<file path="config.mk">
export PLATFORM = sky130hd
export DESIGN_NAME = arbitro_escrita_banco
export DESIGN_NICKNAME = d
export VERILOG_FILES = /design/src/rtl/nrisc_pkg.sv /design/src/rtl/placar_registradores.sv /design/src/rtl/arbitro_escrita_banco.sv
export SDC_FILE = /design/constraint.sdc
export NUM_CORES = 1
export LEC_CHECK = 0
export BUFFER_PORTS_ARGS = -buffer_cell sky130_fd_sc_hd__buf_2
export CAP_MARGIN = 15
export CORE_AREA = 2 2 62 64
export CTS_CLUSTER_DIAMETER = 200
export DETAILED_ROUTE_END_ITERATION = 8
export DIE_AREA = 0 0 64 66
export GPL_TIMING_DRIVEN = 0
export HOLD_SLACK_MARGIN = 0.1
export SLEW_MARGIN = 0
export SYNTH_ARGS = -nofsm -noshare
export SYNTH_HDL_FRONTEND = slang
export SYNTH_SLANG_ARGS = --single-unit
</file>
<file path="constraint.sdc">
create_clock -name clock -period 1.8 [get_ports clock]
set_clock_uncertainty 0.2 [all_clocks]
set_input_delay 0.36 -clock clock [delete_from_list [all_inputs] [get_ports clock]]
set_output_delay 0.36 -clock clock [all_outputs]
set_load 0.05 [all_outputs]
</file>
<file path="src/rtl/nrisc_pkg.sv">
// Shared nRisc datapath constants: register bank geometry and writeback source IDs.
package nrisc_pkg;

  localparam int NUM_REGS       = 8;
  localparam int LARGURA_DADO   = 8;
  localparam int LARGURA_INDICE = 4;
  localparam int BITS_REG       = $clog2(NUM_REGS);

  typedef enum logic {
    FONTE_ULA = 1'b0,
    FONTE_MEM = 1'b1
  } fonte_t;

  function automatic logic indiceValido(input logic [LARGURA_INDICE-1:0] reg_);
    return reg_ < LARGURA_INDICE'(NUM_REGS);
  endfunction

endpackage

</file>
<file path="src/rtl/placar_registradores.sv">
// Hazard scoreboard: one busy bit per register, set by decoder reservations and
// cleared by the commit the bank captures on the same edge.
module placar_registradores
  import nrisc_pkg::*;
(
  input  logic                      clock,
  input  logic                      reset,
  input  logic                      Reserva,
  input  logic [LARGURA_INDICE-1:0] RegReserva,
  input  logic                      EscReg,
  input  logic [LARGURA_INDICE-1:0] RegEscrito,
  input  logic [LARGURA_INDICE-1:0] RegLido1,
  input  logic [LARGURA_INDICE-1:0] RegLido2,
  output logic                      Pendente1,
  output logic                      Pendente2
);

  logic [NUM_REGS-1:0] busy;

  // The set is written last so a reservation landing on the committing edge survives.
  always_ff @(posedge clock) begin
    if (reset) begin
      busy <= '0;
    end else begin
      if (EscReg && indiceValido(RegEscrito))
        busy[RegEscrito[BITS_REG-1:0]] <= 1'b0;
      if (Reserva && indiceValido(RegReserva))
        busy[RegReserva[BITS_REG-1:0]] <= 1'b1;
    end
  end

  always_comb begin
    Pendente1 = 1'b0;
    Pendente2 = 1'b0;
    if (indiceValido(RegLido1)) Pendente1 = busy[RegLido1[BITS_REG-1:0]];
    if (indiceValido(RegLido2)) Pendente2 = busy[RegLido2[BITS_REG-1:0]];
  end

endmodule

</file>
<file path="src/rtl/arbitro_escrita_banco.sv">
// Write-port arbiter for the nRisc register bank (ULA vs Mem) plus hazard flags.
// Define ARBITRO_RR_EN for round-robin contention; default is fixed priority Mem > ULA.
module arbitro_escrita_banco
  import nrisc_pkg::*;
(
  input  logic                      clock,
  input  logic                      reset,
  input  logic                      ValidoULA,
  input  logic [LARGURA_INDICE-1:0] RegULA,
  input  logic [LARGURA_DADO-1:0]   DadoULA,
  output logic                      ProntoULA,
  input  logic                      ValidoMem,
  input  logic [LARGURA_INDICE-1:0] RegMem,
  input  logic [LARGURA_DADO-1:0]   DadoMem,
  output logic                      ProntoMem,
  input  logic                      Reserva,
  input  logic [LARGURA_INDICE-1:0] RegReserva,
  input  logic [LARGURA_INDICE-1:0] RegLido1,
  input  logic [LARGURA_INDICE-1:0] RegLido2,
  output logic                      Pendente1,
  output logic                      Pendente2,
  output logic                      EscReg,
  output logic [LARGURA_INDICE-1:0] RegEscrito,
  output logic [LARGURA_DADO-1:0]   DadoEscrito,
  output logic                      ErroIndice
);

  logic                      transfere;
  logic                      selValido;
  logic [LARGURA_INDICE-1:0] regSel;
  logic [LARGURA_DADO-1:0]   dadoSel;

`ifdef ARBITRO_RR_EN
  // ultimaFonte | meaning
  // FONTE_ULA   | ULA granted last, Mem wins next contention
  // FONTE_MEM   | Mem granted last (or reset), ULA wins next contention
  fonte_t ultimaFonte;

  always_ff @(posedge clock) begin
    if (reset)          ultimaFonte <= FONTE_MEM;
    else if (ProntoULA) ultimaFonte <= FONTE_ULA;
    else if (ProntoMem) ultimaFonte <= FONTE_MEM;
  end
`endif

  always_comb begin
    ProntoULA = 1'b0;
    ProntoMem = 1'b0;
    if (!reset) begin
      if (ValidoULA && ValidoMem) begin
`ifdef ARBITRO_RR_EN
        if (ultimaFonte == FONTE_MEM) ProntoULA = 1'b1;
        else                          ProntoMem = 1'b1;
`else
        ProntoMem = 1'b1;
`endif
      end else begin
        ProntoULA = ValidoULA;
        ProntoMem = ValidoMem;
      end
    end
  end

  assign transfere = ProntoULA || ProntoMem;
  assign regSel    = ProntoMem ? RegMem  : RegULA;
  assign dadoSel   = ProntoMem ? DadoMem : DadoULA;
  assign selValido = indiceValido(regSel);

  // Out-of-range transfers still complete the handshake but never reach the bank.
  always_ff @(posedge clock) begin
    if (reset) begin
      EscReg      <= 1'b0;
      RegEscrito  <= '0;
      DadoEscrito <= '0;
      ErroIndice  <= 1'b0;
    end else begin
      EscReg <= transfere && selValido;
      if (transfere && selValido) begin
        RegEscrito  <= regSel;
        DadoEscrito <= dadoSel;
      end
      if ((transfere && !selValido) || (Reserva && !indiceValido(RegReserva)))
        ErroIndice <= 1'b1;
    end
  end

  placar_registradores uPlacar (
    .clock      (clock),
    .reset      (reset),
    .Reserva    (Reserva),
    .RegReserva (RegReserva),
    .EscReg     (EscReg),
    .RegEscrito (RegEscrito),
    .RegLido1   (RegLido1),
    .RegLido2   (RegLido2),
    .Pendente1  (Pendente1),
    .Pendente2  (Pendente2)
  );

endmodule

</file>
After elaboration in Yosys (flattened, before gate mapping)
Index checks and enable logic that the tools add are counted.
{"block": "word_totals", "regBits": 22, "input_bits": 41, "out_inout_bits": 18, "elab_cells": 50}
{"block": "op_classes", "n_lt_le_gt_ge": 11, "muxes": 19, "bitwise_logic": 3, "n_reduce_logical": 12}
{"op": "2-to-1 mux 8 bit", "count": 4}
{"op": "< comparator 4 bit (second input constant)", "count": 5}
{"op": "< comparator 3 x 4 -> 1 bit (second input constant)", "count": 4}
{"op": "2-to-1 mux 1 bit", "count": 10}
{"op": "AND 8 bit", "count": 1}
{"op": "logical AND 1 bit", "count": 8}
{"op": "NOT 8 bit", "count": 1}
{"op": "bitwise OR 8 bit", "count": 1}
{"op": "binary-select mux 1 bit (select 3 bit)", "count": 2}
{"op": "demux 1 bit (select 3 bit)", "count": 2}
{"op": ">= comparator 3 x 1 -> 1 bit (second input constant)", "count": 2}
{"op": "2-to-1 mux 4 bit", "count": 1}
{"op": "logical NOT 1 bit", "count": 2}
{"op": "logical OR 1 bit", "count": 2}

Longest topological paths before layout
Gate-level depths: netlist of run 1.
{"block": "logic_depth", "ltp_word": 10, "mapped_depth": 5, "depth_no_buf": 3}

By module
From an unflattened synthesis of run 1, not the netlist that was laid out.
{"block": "unflattened", "hier_cells": 123, "area_unflattened_um2": 1137.3}
{"module": "arbitro_escrita_banco", "n_inst": 1, "cells_per_inst": 64, "area_per_inst_um2": 643.1, "seq_area_each_um2": 280.3}
{"module": "placar_registradores", "n_inst": 1, "cells_per_inst": 59, "area_per_inst_um2": 494.2, "seq_area_each_um2": 160.2}

Least setup slack after synthesis of run 1
No wires, ideal clock.
{"block": "synth_timing", "path_kind": "input-to-output", "start": "in RegLido1[1]", "end": "out Pendente1", "arrival_time_ns": 1.916, "required_time_ns": 1.240, "setup_slack_ns": -0.676, "stages": 3, "n_path_buf": 0, "path_cell_list": "mux4_2 nor2_1 a311oi_1"}
{"block": "synth_between", "elab_chain_len": 3, "word_cells_on_any_way": 4, "cone_classes": "order compare (1); mux (3)"}
{"element": "start, declared", "line_no": "arbitro_escrita_banco.sv:18", "rtl": "input logic [LARGURA_INDICE-1:0] RegLido1,"}
{"element": "binary-select mux 1 bit (select 3 bit)", "line_no": "placar_registradores.sv:35", "rtl": "if (indiceValido(RegLido1)) Pendente1 = busy[RegLido1[BITS_REG-1:0]];"}
{"element": "2-to-1 mux 1 bit (not written as such)", "line_no": "placar_registradores.sv:35"}
{"element": "2-to-1 mux 1 bit *", "line_no": "placar_registradores.sv:35"}
{"element": "end, declared", "line_no": "arbitro_escrita_banco.sv:20", "rtl": "output logic Pendente1,"}
Mark *: on every way between the ends. The rest lies on a longest branch, timed or not. The select of a mux whose other input is x is not followed.

Worst setup path after layout of run 1
{"block": "layout_timing", "start": "reg uPlacar.busy[7]", "end": "out Pendente1"}
{"block": "layout_between", "elab_chain_len": 3}
{"element": "start, declared", "line_no": "placar_registradores.sv:18", "rtl": "logic [NUM_REGS-1:0] busy;"}
{"element": "start signal, assigned", "line_no": "placar_registradores.sv:23", "rtl": "busy <= '0;"}
{"element": "start signal, assigned by index", "line_no": "placar_registradores.sv:26", "rtl": "busy[RegEscrito[BITS_REG-1:0]] <= 1'b0;"}
{"element": "start signal, assigned by index", "line_no": "placar_registradores.sv:28", "rtl": "busy[RegReserva[BITS_REG-1:0]] <= 1'b1;"}
{"element": "binary-select mux 1 bit (select 3 bit)", "line_no": "placar_registradores.sv:35"}
{"element": "2-to-1 mux 1 bit (not written as such)", "line_no": "placar_registradores.sv:35"}
{"element": "2-to-1 mux 1 bit", "line_no": "placar_registradores.sv:35"}
No other way between the ends. The select of a mux whose other input is x is not followed.

==> results of run 1 <==
-- final cells by class --
cell class	instances	area, um^2	area share, %
clock inverters	1	30.0	1.80
plain buffers	7	47.5	2.85
well taps	48	60.1	3.60
repair buffers	57	298	17.8
multi-input cells	92	762	45.6
flip-flops and latches	22	443	26.5
clock buffers	3	22.5	1.35
inverters	2	7.51	0.449
-- metal layers --
layer  wire (um)  vias to the layer above
li1            -                      580
met1        1120                      534
met2        1450                       33
met3         174                        2
met4          18                        0
met5           0                        -
-- logic make-up after synthesis --
kind of cell / count (synthesis)
AND/OR/NAND/NOR: 42
flip-flops: 22
multiplexers: 17
buffers and inverters: 9
AO/OA/AOI/OAI: 33
-- power by group --
group / switching (mW) / internal, mW / leakage (nW)
registers: 0.0208 / 0.515 / 0.182
clock network: 0.147 / 0.225 / 0.0279
logic: 0.215 / 0.130 / 0.518
-- stage by stage --
stage	cells	util, %	setup slack [ps]	TNS [ps]	cell area [um^2]
after floorplan	123	-	-17.0	-34.0	1240
after global routing	232	47.0	-310	-603	1670
after global placement	228	44.7	-199	-391	1590
final	232	47.0	-240	-471	1670
after detailed placement	228	44.7	-206	-410	1590
after CTS	232	47.0	-246	-491	1670
-- worst max path at each step --
| stage | startpoint | to | slack (ps) | cells past startpoint |
|---|---|---|---|---|
| CTS | uPlacar.busy[7]$_SDFF_PP0_ | Pendente1 | -250 | 4 |
| global route | uPlacar.busy[7]$_SDFF_PP0_ | Pendente1 | -310 | 4 |
| finish | uPlacar.busy[7]$_SDFF_PP0_ | Pendente1 | -240 | 4 |
| detailed placement | RegLido2[1] | Pendente2 | -210 | 5 |
| floorplan | RegLido1[1] | Pendente1 | -20 | 3 |
| global placement | RegLido1[1] | Pendente1 | -200 | 5 |
-- registers in the layout, summed over array words and instances, names as in the netlist --
register / count
EscReg: 1
DadoEscrito: 8
uPlacar.busy: 8
ErroIndice: 1
RegEscrito: 4
-- cell usage in the layout, fill, tap and decap left out, drive strengths merged --
| cell type | Yosys | final |
|---|---|---|
| buf | 6 | 63 |
| dfxtp | 22 | 22 |
| mux2i | 15 | 15 |
| nor3 | 11 | 11 |
| a211oi | 11 | 11 |
| a21oi | 9 | 9 |
| nand2 | 8 | 8 |
| o21ai | 6 | 6 |
| nor2 | 5 | 5 |
| nor2b | 5 | 5 |
| clkbuf | 1 | 4 |
| nor3b | 4 | 4 |
| inv | 2 | 2 |
| a21o | 2 | 2 |
| mux4 | 2 | 2 |
| a311oi | 2 | 2 |
| nand3b | 2 | 2 |
| o31ai | 2 | 2 |
| nand3 | 2 | 2 |
| nand2b | 2 | 2 |
| and3b | 1 | 1 |
| or3b | 1 | 1 |
| or2 | 1 | 1 |
| a31oi | 1 | 1 |
| bufinv | 0 | 1 |
-- repair_timing --
item | CTS | global route
endpoints found under the hold margin | 0 | 0
hold buffers | 0 | 0
gates resized for setup | 9 | 1
setup endpoints to repair | 2 | 2
==> impl_metrics.py, run 1 <==
metrics = {
    "timing": {
        "fmax_mhz": 490,
        "post-route-period-util_pct": 113,
        "setup_viol": 2,
        "period_minus_slack_ps": 2040,
        "tightestPinTransition_ps": 644,
        "slew_violations": 0,
        "relSlewSlack_pct": 57.1,
        "hold_ws_ps": 110,
        "finalHoldViolations": 0,
        "rsz0062_at_grt": "true",
        "setup_ws_ps": -240,
    },
    "synthesis": {
        "synth_ff_type": "dfxtp_1",
        "synth-simple-area-share_pct": 20.6,
        "synthArstFlopShare_pct": 0,
        "netlist_top_cells_area": "dfxtp_1, mux2i_1, a211oi_2, nor3_1, a21oi_1",
        "synthAdderAreaFrac_pct": 0,
        "synth-edff-count": 0,
        "syn-num-nets": 164,
        "seq_area_frac_synth_pct": 36.9,
        "synth_top_area_share_pct": 36.9,
        "syn_area_um2": 1190,
        "synthMuxAreaShare_pct": 16.4,
        "synth.distinct_cells": 30,
        "synth_top_family_by_area": "compound AO/OA/AOI/OAI gates",
        "yosysMostFrequentCell": "dfxtp_1",
        "synth_xor_area_share_pct": 0,
        "synth_common_cells": "dfxtp_1, mux2i_1, nor3_1, a211oi_2, a21oi_1",
        "synth_top_cell_by_area": "dfxtp_1",
        "synthCells": 123,
        "syn_area_per_cell_um2": 9.70,
        "synth_compound_area_share_pct": 21.5,
        "yosys_warnings": 0,
        "ys_ff_latch": 22,
    },
    "detailed_routing": {
        "drc": 0,
        "wl_per_cell_um": 11.9,
        "via_count": 1149,
        "postRouteAntennaNets": 0,
        "vias_per_cell": 4.95,
        "first_pass_iters": 4,
        "totalWireLength_um": 2760,
        "drt-initial-drc-count": 32,
    },
    "floorplanning": {
        "die_w_um": 64,
        "die_y_um": 66,
        "dieArea_um2": 4220,
        "initial_utilization_pct": 33.6,
        "io-pin-count": 59,
        "num_rows": 22,
        "core_um2": 3550,
    },
    "hold_path": {
        "hold_path_depth": 2,
        "min_to": "EscReg$_SDFF_PP0_",
        "hold_path.class": "input port to flop",
        "hold_path_startpoint": "reset",
    },
    "global_routing": {
        "top_usage_layer": "met2",
        "grt_start_max_net_pins": 14,
        "use_met2_pct": 23.7,
        "grt.met1_usage_pct": 15.3,
        "grt_usage_pct": 13.2,
        "globalRouteMet3Util_pct": 3.41,
        "grt_pass1_wl_um": 4490,
        "grt_pass1_vias": 1081,
        "overflow": 0,
        "antenna_found_initial": 0,
    },
    "worst_setup_path": {
        "path_buf_inv": 1,
        "crit_family": "multiplexers",
        "path_max_fanout": 3,
        "worst_path_largest_cell_delay_ps": 500,
        "r2r-end": "uPlacar.busy[0]$_SDFF_PP0_",
        "worstSetupPathType": "flop to output port",
        "required_ps": 1240,
        "crit_arrival_ps": 1480,
        "rrSetupSlack_ps": 290,
        "crit_path_end_kind": "output port",
        "slowest_stage": "mux4_2",
        "r2r_start": "RegEscrito[3]$_SDFFE_PP0P_",
        "crit_path_cell_trace": "mux4_2, nor2_4, a311oi_4, buf_6",
        "worstRegToRegCells": 3,
        "setup.worst_path.start_class": "flop",
    },
    "cts": {
        "cts_buffer_depth": 2,
        "cts.htree.levels": 1,
        "clk_pin_slew_ps": 120,
        "cts_setup_buffers": 0,
        "clkLatencyLatePin_ps": 300,
        "cts_made_buffers": 3,
        "clock-sinks": 22,
        "cts_tree": "built",
        "clk_root_buffer_cell": "clkbuf_4",
    },
    "finish": {
        "area_growth_syn_to_layout_pct": 39.9,
        "drive_gt1_share_pct": 48.9,
        "final_nets": 226,
        "fillerInstances": 351,
        "antenna-diode-count": 0,
    },
    "placed_design": {
        "gp_congestion": 0.723,
        "port_buffers": 57,
        "dp_hpwl_um": 2290,
    },
    "flow_run": {
        "drv_cap": 0,
    },
    "power_and_ir_drop": {
        "finalPower_mw": 1.25,
        "leakage_nw": 0.728,
        "p_per_area_nw_per_um2": 750,
        "ir_worst_vdd_uv": 471,
    },
    "outcome": {
        "violations": "negative setup slack",
        "status": "finished with violations",
    },
}
Note: power is estimated with default switching activity, not from simulation.
==> run 2: changes to the inputs <==
Settings changed: RECOVER_POWER from default to 25.
==> run 2 against run 1 <==
  * The flow still finishes with violations (negative setup slack)
  * Die area did not move
  * Sequential share of layout area rose by 0.65 points
  * Core utilization fell by 1.1 points
  * Worst setup slack got worse by 4.2 ps
  * First-iteration DRC count fell by 25%
  * Via count rose by 0.52%
  * Global-route usage did not move
  * Total power fell by 1.2%
  * Clock-buffer cell count did not move
  * Worst hold slack improved by 14 ps
  * Largest cell class unchanged
==> impl_metrics.py, run 2 (synthesized netlist as in run 1, its figures left out) <==
metrics = {
    "floorplanning": {
        "num_rows": 22,
        "die_w_um": 64,
        "io-pin-count": 59,
        "die_y_um": 66,
        "initial_utilization_pct": 33.6,
        "core_um2": 3550,
        "dieArea_um2": 4220,
    },
    "global_routing": {
        "overflow": 0,
        "grt_pass1_wl_um": 4490,
        "grt_pass1_vias": 1081,
        "grt_start_max_net_pins": 14,
        "antenna_found_initial": 0,
        "grt_usage_pct": 13.2,
    },
    "detailed_routing": {
        "drc": 0,
        "postRouteAntennaNets": 0,
        "wl_per_cell_um": 12.0,
        "vias_per_cell": 4.98,
        "drt-initial-drc-count": 24,
        "first_pass_iters": 4,
        "totalWireLength_um": 2790,
        "via_count": 1155,
    },
    "finish": {
        "reg_top3": "DadoEscrito (8), uPlacar.busy (8), RegEscrito (4)",
        "final_cell_mix": "buf_2, dfxtp_1, mux2i_1",
        "final_util_pct": 45.9,
        "antenna-diode-count": 0,
        "seq_area_um2": 443,
        "final_nets": 226,
        "drive_gt1_share_pct": 44.6,
        "area_growth_syn_to_layout_pct": 36.6,
        "finalNonFillerCells": 232,
        "multi_input_area_um2": 734,
        "fillerInstances": 359,
        "final_common_cell": "buf_2",
    },
    "cts": {
        "clk_root_buffer_cell": "clkbuf_4",
        "cts_setup_buffers": 0,
        "cts_buffer_depth": 2,
        "clock-sinks": 22,
        "cts_made_buffers": 3,
        "clkLatencyLatePin_ps": 300,
        "cts_tree": "built",
        "cts.htree.levels": 1,
        "clk_pin_slew_ps": 120,
    },
    "timing": {
        "rsz0062_at_grt": "true",
        "setup_viol": 2,
        "slew_violations": 0,
        "fmax_mhz": 489,
        "post-route-period-util_pct": 114,
        "period_minus_slack_ps": 2040,
        "setup_ws_ps": -244,
        "tightestPinTransition_ps": 564,
        "finalHoldViolations": 0,
        "relSlewSlack_pct": 62.4,
    },
    "worst_setup_path": {
        "crit_path_end_kind": "output port",
        "r2r-end": "uPlacar.busy[0]$_SDFF_PP0_",
        "slowest_stage": "mux4_2",
        "path_buf_inv": 1,
        "path_max_fanout": 3,
        "setup.worst_path.start_class": "flop",
        "worstRegToRegCells": 3,
        "crit_arrival_ps": 1480,
        "worstSetupPathType": "flop to output port",
        "worst_path_largest_cell_delay_ps": 500,
        "required_ps": 1240,
        "crit_family": "multiplexers",
        "r2r_start": "RegEscrito[3]$_SDFFE_PP0P_",
        "crit_path_cell_trace": "mux4_2, nor2_4, a311oi_4, buf_6",
        "rrSetupSlack_ps": 300,
    },
    "flow_run": {
        "drv_cap": 0,
    },
    "hold_path": {
        "hold_path_startpoint": "RegReserva[1]",
        "hold_path_depth": 3,
        "hold_path.class": "input port to flop",
        "min_to": "uPlacar.busy[7]$_SDFF_PP0_",
    },
    "placed_design": {
        "dp_hpwl_um": 2290,
        "dp_cells": 228,
        "gp_congestion": 0.723,
        "port_buffers": 57,
    },
    "power_and_ir_drop": {
        "ir_worst_vdd_uv": 465,
        "leakage_nw": 0.712,
        "p_per_area_nw_per_um2": 759,
    },
    "outcome": {
        "status": "finished with violations",
        "violations": "negative setup slack",
    },
}
## run 2: changes by cell type in the layout (fill, tap and decap cells not counted)
cell,previous run,this run
buf_2,57,56
clkbuf_1,1,3
a211oi_2,9,4
or2_0,0,1
buf_6,4,2
buf_4,1,2
a211oi_1,2,7
or2_4,1,0
## run 2: layout make-up
class | count | area share [%]
buffer | 7 | 2.23
sequential | 22 | 27.2
inverter | 2 | 0.460
tap | 48 | 3.68
clock buffer | 3 | 1.38
clock inverter | 1 | 1.84
timing repair buffer | 57 | 18.2
multi-input combinational | 92 | 45.0
## run 2: worst max path at each step
| stage | from | end | slack, ps | depth (start not counted) |
|---|---|---|---|---|
| after floorplan | RegLido1[1] | Pendente1 | -20 | 3 |
| after global placement | RegLido1[1] | Pendente1 | -200 | 5 |
| after detailed placement | RegLido2[1] | Pendente2 | -210 | 5 |
| after CTS | uPlacar.busy[7]$_SDFF_PP0_ | Pendente1 | -250 | 4 |
| after global routing | uPlacar.busy[7]$_SDFF_PP0_ | Pendente1 | -310 | 4 |
| final | uPlacar.busy[7]$_SDFF_PP0_ | Pendente1 | -240 | 4 |
## run 2: worst min-delay path: stages
cell	delay (ps)
buf_2	120
nand3_1	70
a21oi_1	50
## run 2: stage by stage
| stage | power, mW | hold WS (ps) | area (um^2) | TNS, ps | worst slack, ps |
|---|---|---|---|---|---|
| after floorplan | 0.783 | 230 | 1240 | -34.0 | -17.0 |
| after global placement | 0.881 | 283 | 1590 | -391 | -199 |
| after detailed placement | 0.887 | 286 | 1590 | -410 | -206 |
| after CTS | 1.27 | 102 | 1670 | -491 | -246 |
| after global routing | 1.30 | 124 | 1630 | -609 | -310 |
| final | 1.24 | 124 | 1630 | -479 | -244 |
## run 2: power by group
group          internal [mW]  leakage (nW)  switching [mW]
Combinational          0.121         0.503           0.209
Sequential             0.515         0.182          0.0206
Clock                  0.225        0.0279           0.146
## run 2: repair_timing
action	4_1_cts	5_1_grt
endpoints found under the setup margin	2	2
hold buffers	0	0
resized for setup	9	1
## run 2: routing by layer
metal  routed length, um  track usage, %  vias to the layer above
li1                    -               -                      580
met1                1140            15.3                      538
met2                1450            23.7                       35
met3                 178            3.41                        2
met4                  18            3.80                        0
met5                   0               0                        -
